$ cat config.mk
export PLATFORM = sky130hd
export DESIGN_NAME = opb_register_bank_ppc2simulink
export DESIGN_NICKNAME = d
export VERILOG_FILES = /design/src/rtl/opb_register_bank_ppc2simulink.sv
export SDC_FILE = /design/constraint.sdc
export NUM_CORES = 1
export LEC_CHECK = 0
export CORE_MARGIN = 8
export CORE_UTILIZATION = 35
export CTS_CLUSTER_SIZE = 10
export DETAILED_ROUTE_END_ITERATION = 8
export PLACE_DENSITY = 0.67
export SLEW_MARGIN = 20
export SYNTH_ARGS = -nofsm -noshare
export SYNTH_HDL_FRONTEND = slang
export SYNTH_SLANG_ARGS = --single-unit
$ cat constraint.sdc
create_clock -name OPB_Clk -period 6.25 [get_ports OPB_Clk]
set_clock_uncertainty 0.15 [all_clocks]
set_input_delay 1.5625 -clock OPB_Clk [delete_from_list [all_inputs] [get_ports OPB_Clk]]
set_output_delay 1.5625 -clock OPB_Clk [all_outputs]
set_load 0.05 [all_outputs]
$ cat src/rtl/opb_register_bank_ppc2simulink.sv
// OPB slave register bank: N_REGS shadow registers feeding user-side active registers,
// either committed together through a control register or written straight through.
module opb_register_bank_ppc2simulink #(
    parameter logic [31:0] C_BASEADDR    = 32'h01180200,
    parameter logic [31:0] C_HIGHADDR    = 32'h011802FF,
    parameter int          C_OPB_AWIDTH  = 32,
    parameter int          C_OPB_DWIDTH  = 32,
    parameter int          N_REGS        = 4,
    parameter int          C_AUTO_COMMIT = 0
) (
    input  logic                      OPB_Clk,
    input  logic                      OPB_Rst,
    input  logic [0:C_OPB_AWIDTH-1]   OPB_ABus,
    input  logic [0:3]                OPB_BE,
    input  logic [0:C_OPB_DWIDTH-1]   OPB_DBus,
    input  logic                      OPB_RNW,
    input  logic                      OPB_select,
    input  logic                      OPB_seqAddr,
    output logic [0:C_OPB_DWIDTH-1]   Sl_DBus,
    output logic                      Sl_xferAck,
    output logic                      Sl_errAck,
    output logic                      Sl_retry,
    output logic                      Sl_toutSup,
    output logic [N_REGS*32-1:0]      user_data_out,
    output logic                      user_update,
    output logic [N_REGS-1:0]         user_reg_wr
);

    localparam logic [C_OPB_AWIDTH-1:0] LP_BASE = C_OPB_AWIDTH'(C_BASEADDR);
    localparam logic [C_OPB_AWIDTH-1:0] LP_HIGH = C_OPB_AWIDTH'(C_HIGHADDR);
    localparam logic [C_OPB_AWIDTH-1:0] LP_CTRL = C_OPB_AWIDTH'(N_REGS);

    typedef enum logic [1:0] {
        S_IDLE,
        S_ACK,
        S_HOLD
    } state_t;

    state_t                    r_state;
    state_t                    w_next;
    logic [31:0]               r_shadow [N_REGS];
    logic [31:0]               r_active [N_REGS];
    logic                      r_dirty;
    logic                      r_update;
    logic [N_REGS-1:0]         r_reg_wr;

    logic [C_OPB_AWIDTH-1:0]   w_addr;
    logic [C_OPB_AWIDTH-1:0]   w_offset;
    logic [C_OPB_AWIDTH-1:0]   w_word;
    logic [31:0]               w_wdata;
    logic                      w_in_win;
    logic                      w_hit;
    logic                      w_is_reg;
    logic                      w_is_ctrl;
    logic [31:0]               w_sel_shadow;
    logic [31:0]               w_merged;
    logic [31:0]               w_rdata;
    logic                      w_ack;
    logic                      w_wr;
    logic                      w_commit;
    logic                      w_unused;

    assign w_unused  = OPB_seqAddr;
    assign w_addr    = OPB_ABus;
    assign w_wdata   = OPB_DBus;
    assign w_in_win  = (w_addr >= LP_BASE) && (w_addr <= LP_HIGH);
    assign w_hit     = OPB_select && w_in_win;
    assign w_offset  = w_addr - LP_BASE;
    assign w_word    = w_offset >> 2;
    assign w_is_ctrl = (w_word == LP_CTRL);

    always_ff @(posedge OPB_Clk) begin
        if (OPB_Rst) begin
            r_state <= S_IDLE;
        end else begin
            r_state <= w_next;
        end
    end

    // A select held high after the ack parks in HOLD so one transfer never acks twice.
    always_comb begin
        w_next = r_state;
        case (r_state)
            S_IDLE:  if (w_hit) w_next = S_ACK;
            S_ACK:   w_next = S_HOLD;
            S_HOLD:  if (!OPB_select) w_next = S_IDLE;
            default: w_next = S_IDLE;
        endcase
    end

    always_comb begin
        w_sel_shadow = '0;
        w_is_reg     = 1'b0;
        for (int k = 0; k < N_REGS; k++) begin
            if (w_word == C_OPB_AWIDTH'(k)) begin
                w_sel_shadow = r_shadow[k];
                w_is_reg     = 1'b1;
            end
        end
    end

    // Lane i of the big-endian bus lands in register byte 3-i.
    always_comb begin
        w_merged = w_sel_shadow;
        for (int j = 0; j < 4; j++) begin
            if (OPB_BE[3-j]) w_merged[8*j +: 8] = w_wdata[8*j +: 8];
        end
    end

    always_comb begin
        w_rdata = '0;
        if (w_is_reg)       w_rdata = w_sel_shadow;
        else if (w_is_ctrl) w_rdata = {31'b0, r_dirty};
    end

    assign w_ack    = (r_state == S_ACK) && !OPB_Rst;
    assign w_wr     = w_ack && !OPB_RNW && OPB_select && w_in_win;
    assign w_commit = w_wr && w_is_ctrl && OPB_BE[3] && w_wdata[0] && (C_AUTO_COMMIT == 0);

    always_ff @(posedge OPB_Clk) begin
        if (OPB_Rst) begin
            for (int k = 0; k < N_REGS; k++) begin
                r_shadow[k] <= '0;
                r_active[k] <= '0;
            end
            r_dirty  <= 1'b0;
            r_update <= 1'b0;
            r_reg_wr <= '0;
        end else begin
            r_update <= 1'b0;
            r_reg_wr <= '0;
            if (w_wr && w_is_reg) begin
                for (int k = 0; k < N_REGS; k++) begin
                    if (w_word == C_OPB_AWIDTH'(k)) begin
                        r_shadow[k] <= w_merged;
                        if (C_AUTO_COMMIT != 0) begin
                            r_active[k] <= w_merged;
                            r_reg_wr[k] <= 1'b1;
                            r_update    <= 1'b1;
                        end else begin
                            r_dirty     <= 1'b1;
                        end
                    end
                end
            end
            // Commit flags only the registers whose visible value is about to change.
            if (w_commit) begin
                for (int k = 0; k < N_REGS; k++) begin
                    r_active[k] <= r_shadow[k];
                    r_reg_wr[k] <= (r_shadow[k] != r_active[k]);
                end
                r_update <= 1'b1;
                r_dirty  <= 1'b0;
            end
        end
    end

    for (genvar g = 0; g < N_REGS; g++) begin : g_out
        assign user_data_out[32*g +: 32] = r_active[g];
    end

    assign Sl_DBus     = (w_ack && OPB_RNW) ? w_rdata : '0;
    assign Sl_xferAck  = w_ack;
    assign Sl_errAck   = 1'b0;
    assign Sl_retry    = 1'b0;
    assign Sl_toutSup  = 1'b0;
    assign user_update = r_update;
    assign user_reg_wr = r_reg_wr;

endmodule

# == Yosys cells after proc, flatten, opt, wreduce, memory -nomap -nowiden ==
# Memory sizes are Yosys's and may differ from the RTL's.
# Index checks and enable logic that the tools add are counted.
# totals
ff_bits,8
ramBits,256
inputBits,73
out_inout_bits,169
elab_cells,100
memories,2
# mem_list
name,depth,width,rd,rd_ports_with_merged_regs,wr,line,text
r_active,4,32,4,0,4,42,logic [31:0] r_active [N_REGS];
r_shadow,4,32,4,0,4,41,logic [31:0] r_shadow [N_REGS];
# op_classes
n_addsub,1
magnitude_cmp,2
eq_ne,12
n_mux,50
n_bitwise,9
n_reduce_logical,20
# ops
op,count
32-bit two-way mux,14
32-bit inequality test,4
"30-bit by 2-bit == test with 1-bit output, second input constant",2
"32-bit by 25-bit >= comparator with 1-bit output, second input constant",1
"32-bit by 25-bit <= comparator with 1-bit output, second input constant",1
32-bit logical NOT,1
8-bit two-way mux,4
"32-bit by 25-bit subtractor with 32-bit output, second input constant",1
"30-bit by 1-bit == test with 1-bit output, second input constant",1
"30-bit by 3-bit == test with 1-bit output, second input constant",1
1-bit two-way mux,29
1-bit logical AND,11
1-bit OR,8
2-bit case mux with 3 select lines,1
2-bit two-way mux,2
"2-bit inequality test, second input constant",2
2-bit AND reduction,2
4-bit nonzero test,1
2-bit OR reduction,2
"2-bit by 1-bit == test with 1-bit output, second input constant",1
"2-bit == test, second input constant",1
1-bit logical NOT,2
2-bit logical NOT,1
1-bit NOT,1

# == Logic depth before layout (Yosys ltp) ==
# Gate-level depths: netlist of the first run.
# depth
depth_word,12
depth_mapped,11

# == Least setup slack after synthesis of the first run ==
# No wires, ideal clock.
# synth_timing
path_type,input port to output port
from,input port OPB_ABus[15] in the netlist's numbering
to,output port Sl_DBus[0] in the netlist's numbering
arrival_ps,5135
path_slack_ps,-598
cell_stages,9
n_path_buf,2
cell_sequence,or4_1 buf_2 or4_4 a31oi_1 o221ai_1 or2_4 or4_4 buf_6 nor3b_1
# synth_between
elab_chain_len,8
word_cells_on_any_way,15
classes_between,add/sub: 1; eq/ne: 3; mux: 10; reduce/logical: 1
# synth_lines
element,line,text
"start, declared",13,"input logic [0:C_OPB_AWIDTH-1] OPB_ABus,"
32-bit by 25-bit subtractor with 32-bit output *,68,assign w_offset = w_addr - LP_BASE;
32-bit logical NOT,95,if (w_word == C_OPB_AWIDTH'(k)) begin
32-bit two-way mux or 1-bit two-way mux (tied branches) (4 in series),95,
32-bit two-way mux *,112,if (w_is_reg) w_rdata = w_sel_shadow;
32-bit two-way mux *,162,assign Sl_DBus = (w_ack && OPB_RNW) ? w_rdata : '0;
"end, declared",19,"output logic [0:C_OPB_DWIDTH-1] Sl_DBus,"
# Mark *: on every way between the ends. The rest lies on a longest branch, timed or not.

# == Worst setup path after layout of the first run ==
# layout_timing
from,input port OPB_ABus[15] in the netlist's numbering
to,output port Sl_DBus[14] in the netlist's numbering
# The elaborated chain is that of the path after synthesis.

==> results of run 1 <==
per-layer routing:
metal  track usage  share of wire
met4        0.0387          0.014
met1         0.263           0.41
met3        0.0436          0.079
met5             0        0.00029
met2         0.347           0.49
cell families (layout without fill, tap and decap cells):
family / count (synthesis) / count (layout) / share of synthesized area
compound gates: 34 / 34 / 0.0191
xor+xnor: 130 / 130 / 0.0883
fa+ha+maj: 1 / 1 / 0.000970
buf+inv: 60 / 370 / 0.0209
flops: 264 / 264 / 0.608
mux: 63 / 63 / 0.0799
other cells: 1 / 3 / 0.000291
simple gates: 395 / 395 / 0.182
final cells by class:
class / instances / area (sq um) / share of cell area
Multi-Input combinational cell: 626 / 5060 / 0.284
Inverter: 6 / 22.5 / 0.00127
Clock buffer: 46 / 832 / 0.0468
Timing Repair Buffer: 313 / 3420 / 0.192
Tap cell: 468 / 586 / 0.0329
Clock inverter: 5 / 30.0 / 0.00169
Sequential cell: 264 / 7850 / 0.441
state kept, by name (all words and copies together), names as in the netlist:
signal and flops:
r_shadow 128, r_active 128, r_dirty 1, user_reg_wr 4, r_state 2, user_update 1
metrics by stage:
stage | area [sq um] | TNS [ns]
2_1_floorplan | 13100 | -0.334
3_3_place_gp | 16600 | -11.69
3_5_place_dp | 16600 | -13.55
4_1_cts | 17800 | -5.30
5_1_grt | 17800 | -7.20
6_report | 17800 | -3.86
where the power goes:
group          leakage, nW  switching (W)  total [W]  internal [W]
Sequential            2.49      0.0000821    0.00211       0.00203
Combinational         3.19       0.000405   0.000664      0.000259
Clock                0.415       0.000693    0.00160      0.000906
worst max-delay path, cell delays in order:
cell and delay, ns:
buf_6 0.09, or4_4 0.54, or4_4 0.57, buf_4 0.17, a2111oi_2 0.32, a21oi_1 0.11, or4_4 0.67, buf_12 0.23
nor3b_4 0.23, buf_12 0.17
timing repair:
action                                  in CTS  in global routing
setup buffers                               29                  2
pin swaps                                   24                 14
endpoints found under the setup margin      32                 36
gates resized for setup                     39                  8
gates cloned                                 3                  0
worst paths after layout:
path / startpoint / to / slack (ns) / cells after the start
worst min-delay path: r_state[0]$_SDFFE_PP0P_ / r_state[0]$_SDFFE_PP0P_ / 0.31 / 1
worst max register to register: r_state[0]$_SDFFE_PP0P_ / r_shadow[2][19]$_SDFFCE_PN0P_ / 3.55 / 6
worst min register to register: r_state[0]$_SDFFE_PP0P_ / r_state[0]$_SDFFE_PP0P_ / 0.31 / 1
worst max-delay path: OPB_ABus[15] / Sl_DBus[14] / -0.15 / 10
cell usage in the layout, fill, tap and decap left out, drive strengths merged, types with 5 or more instances in the layout:
| master | count |
|---|---|
| xnor2 | 129 |
| nand4 | 36 |
| clkbuf | 48 |
| buf | 115 |
| clkdlybuf4s50 | 194 |
| nor2 | 137 |
| nand2b | 8 |
| a21oi | 5 |
| nor3b | 32 |
| nand2 | 8 |
| mux4 | 32 |
| inv | 7 |
| mux2i | 31 |
| and2 | 128 |
| nand3b | 5 |
| nor3 | 5 |
| nor4 | 13 |
| edfxtp | 256 |
| dfxtp | 8 |
==> impl_metrics.csv, run 1 <==
group,metric,value,unit
sta,drv_slew,0,
sta,layout_setup_ws,-0.149,ns
cells_and_area,fin_util,0.488,
cts,clock_latency,0.55,ns
place,port_buffers,237,
synth,ys_seq_area_frac,0.608,
floorplan,ios,242,
cts,clock_path_buffers,3,
power,peakVddDrop,0.000196,V
detailed_routing,drt-pass1-iter-count,6,
power,powerDensity,246,nW/um^2
grt,grt_start_max_net_pins,135,
synth,ys_ff_latch,264,
cts,htreeDepth,1,
outcome,violations,"negative setup slack",
critical_path,endpoint_kind,"output pin",
power,leakage,6.10,nW
sta,timing.final.crit_share,1.02,
floorplan,rows,70,
cells_and_area,layout-drive-gt1-share,0.187,
floorplan,start_util,0.354,
synth,synthTopCellsByArea,"edfxtp_1 60%, xnor2_1 8.8%, and2_1 6.2%",
detailed_routing,wirelength,45200,microns
floorplan,die_w,208,microns
synth,async_flop_share,0,
power,power.total,0.00437,W
critical_path,critPathMaxFanout,8,
detailed_routing,drt-initial-drc-count,787,
detailed_routing,drc_errors,0,
sta,final-setup-viol-count,32,
floorplan,coreArea,36400,sq um
cts,numCtsBuffers,31,
critical_path,cp.required,4.54,ns
place,dpl.hpwl,31800,microns
synth,ys_warn_count,0,
detailed_routing,vias_per_cell,5.25,
floorplan,die_area,43300,sq um
place,place_ws,-0.456,ns
grt,grt_util_all_layers,0.203,
grt,gr-total-overflow,0,
detailed_routing,routedWlPerCell,26.1,microns
cts,cts_hold_buf,0,
cells_and_area,diodes,0,
flow_run,cap_violations,0,
cts,clkTransAtPathRegs,0.06,ns
detailed_routing,antenna_left,0,
place,gp_congestion,0.881,
synth,yosysTopAreaCell,"edfxtp_1",
cts,numClockSinks,264,
sta,rsz0062_at_grt,"true",
sta,fin_crit,6.40,ns
cts,cts_tree,"built",
critical_path,arrival,4.69,ns
place,dp.cells,1646,
hold_path,worst_hold_path_type,"reg -> reg",
floorplan,die_h,208,microns
grt,grt_pass1_wl,65500,microns
cells_and_area,finalNonFillerCells,1728,
grt,grt_pass1_vias,9376,
grt,antenna_found_initial,1,
critical_path,critPathLaunchType,"primary input",
detailed_routing,dr_total_vias,9067,
outcome,outcome,"finished, violations left",
synth,synthTopCellsByCount,"256 x edfxtp_1, 137 x nor2_1, 129 x xnor2_1",
cells_and_area,areaGrowthSynthToFinish,37.9,%
synth,syn_avg_cell_area,13.6,sq um
cells_and_area,nNetsFinal,1316,
cts,root_buffer,"clkbuf_16",
sta,tightest_slew,0.866,ns
synth,synth.distinct_cells,56,
synth,syn_area,12900,sq um
critical_path,crit_type,"in -> out",
synth,yosys_most_used_dff,"edfxtp_1",
synth,synth-edff-count,256,
synth,synth_top_area_frac,0.596,
sta,max_freq,0.156,GHz
sta,slew_headroom,0.421,
sta,finalHoldViolCount,0,
synth,synth_most_common_cell,"edfxtp_1",
sta,timing.hold.ws,0.315,ns
cells_and_area,fillCellCount,3175,
synth,syn_inst,948,
Power figures use the tool's default switching activity.
==> run 2: changes to the inputs <==
Settings changed: PLACE_DENSITY 0.67 to 0.64.
Clock period 6.25 ns to 7.09 ns, I/O delays scaled along.
==> impl_metrics.csv, run 2 (synthesis gave the netlist of run 1 again) <==
group,metric,value,unit
grt,grt_pass1_vias,9546,
cells_and_area,fin_util,0.488,
place,gp_congestion,0.857,
cells_and_area,diodes,0,
sta,timing.final.crit_share,0.985,
hold_path,worst_hold_path_type,"reg -> reg",
floorplan,die_area,43300,sq um
grt,grt_pass1_wl,66400,microns
floorplan,coreArea,36400,sq um
cts,numClockSinks,264,
cells_and_area,areaGrowthSynthToFinish,37.8,%
floorplan,die_w,208,microns
critical_path,critPathLaunchType,"primary input",
power,p_int,0.00288,W
hold_path,hold_depth,1,
outcome,outcome,"finished clean",
power,p_sw,0.00105,W
detailed_routing,dr_total_vias,9145,
critical_path,endpoint_kind,"output pin",
cells_and_area,layout-drive-gt1-share,0.185,
power,peakVddDrop,0.000197,V
critical_path,r2r_setup_slack,4.11,ns
cells_and_area,fillCellCount,3218,
place,place_ws,-0.0855,ns
detailed_routing,drt-initial-drc-count,846,
detailed_routing,antenna_left,0,
cts,cts_hold_buf,0,
cts,clkTransAtPathRegs,0.05,ns
sta,layout_setup_ws,0.105,ns
floorplan,die_h,208,microns
cells_and_area,final_common_cell,"edfxtp_1",
detailed_routing,drt-pass1-iter-count,5,
power,seqPwrFrac,0.473,
cts,clock_latency,0.56,ns
sta,max_freq,0.143,GHz
sta,tightest_slew,0.822,ns
grt,grt_util_all_layers,0.206,
cts,clock_path_buffers,3,
floorplan,rows,70,
sta,rsz0062_at_grt,"false",
floorplan,ios,242,
sta,fin_crit,6.98,ns
critical_path,critPathMaxFanout,8,
place,dpl.hpwl,31600,microns
cells_and_area,nNetsFinal,1324,
grt,antenna_found_initial,1,
grt,gr-total-overflow,0,
detailed_routing,routedWlPerCell,26.4,microns
critical_path,crit_type,"in -> out",
floorplan,start_util,0.354,
critical_path,cp.required,5.17,ns
cts,numCtsBuffers,31,
detailed_routing,drc_errors,0,
sta,slew_headroom,0.450,
cts,cts_tree,"built",
power,power_frac_clock,0.377,
critical_path,arrival,5.06,ns
flow_run,cap_violations,0,
cells_and_area,mostFrequentLayoutCells,"256 x edfxtp_1, 193 x clkdlybuf4s50_1, 137 x nor2_1",
grt,grt_start_max_net_pins,75,
place,port_buffers,237,
sta,final-setup-viol-count,0,
power,leakage,6.14,nW
detailed_routing,vias_per_cell,5.25,
power,powerDensity,221,nW/um^2
cts,root_buffer,"clkbuf_16",
sta,drv_slew,0,
power,pwr-share-comb,0.151,
sta,finalHoldViolCount,0,
detailed_routing,wirelength,46000,microns
critical_path,worstRegToRegCells,6,
power,swShare,0.268,
cts,htreeDepth,1,
==> run 2: cell count changes in the layout (fill, tap and decap cells not counted), sizes merged <==
cell,previous run,this run
clkinv,4,0
clkdlybuf4s50,194,193
clkdlybuf4s15,2,0
bufinv,0,1
dlymetal6s2s,0,7
buf,115,118
clkbuf,48,58
clkinvlp,0,1
==> run 2: final cells by class <==
| type | instances | area (sq um) | area share |
|---|---|---|---|
| Clock buffer | 55 | 876 | 0.0493 |
| Clock inverter | 3 | 46.3 | 0.00261 |
| Inverter | 6 | 22.5 | 0.00127 |
| Multi-Input combinational cell | 626 | 4990 | 0.281 |
| Sequential cell | 264 | 7850 | 0.442 |
| Tap cell | 468 | 586 | 0.0330 |
| Timing Repair Buffer | 321 | 3400 | 0.192 |
==> run 2: power by group through the flow <==
stage	Combinational [W]	Sequential, W	Clock [W]
3_3_place_gp	0.000563	0.00189	0
3_5_place_dp	0.000563	0.00189	0
4_1_cts	0.000592	0.00186	0.00150
6_report	0.000592	0.00186	0.00148
5_1_grt	0.000617	0.00187	0.00156
2_1_floorplan	0.000189	0.00201	0
==> run 2: timing repair <==
action,CTS,global route
setup buffers,43,3
cloned,1,0
resized for setup,34,18
pin swaps,4,6
endpoints found under the setup margin,32,221
==> run 2: final timing paths <==
kind	startpoint	end
max	OPB_ABus[18]	Sl_DBus[30]
min	r_state[0]$_SDFFE_PP0P_	r_state[0]$_SDFFE_PP0P_
max reg2reg	r_state[0]$_SDFFE_PP0P_	r_active[2][18]$_SDFFCE_PN0P_
min reg2reg	r_state[0]$_SDFFE_PP0P_	r_state[0]$_SDFFE_PP0P_
==> run 2: worst max-delay path: stages <==
cell,delay (ns)
dlymetal6s2s_1,0.12
or4_4,0.55
buf_4,0.16
nor4_1,0.28
nor4bb_1,0.40
o2111ai_1,0.28
or2_4,0.31
or4_4,0.54
buf_12,0.22
nor3b_2,0.17
buf_4,0.14
buf_12,0.12
==> run 2: routing by layer <==
layer / global-route usage / vias to the layer above / routed length, microns / part of all wire
li1: - / 4048 / - / -
met1: 0.267 / 4606 / 19100 / 0.41
met2: 0.342 / 440 / 22000 / 0.48
met3: 0.0552 / 49 / 4080 / 0.089
met4: 0.0463 / 2 / 828 / 0.018
met5: 0 / - / 13 / 0.00028
==> run 2: through the flow <==
step | std cells | TNS (ns) | cell area, sq um | hold slack, ns | power, W
2_1_floorplan | 950 | -0.356 | 12900 | 0.280 | 0.00219
3_3_place_gp | 1639 | -0.282 | 16300 | 0.292 | 0.00245
3_5_place_dp | 1639 | -1.47 | 16300 | 0.312 | 0.00245
4_1_cts | 1741 | 0 | 17700 | 0.322 | 0.00396
5_1_grt | 1743 | 0 | 17800 | 0.354 | 0.00405
6_report | 1743 | 0 | 17800 | 0.340 | 0.00393
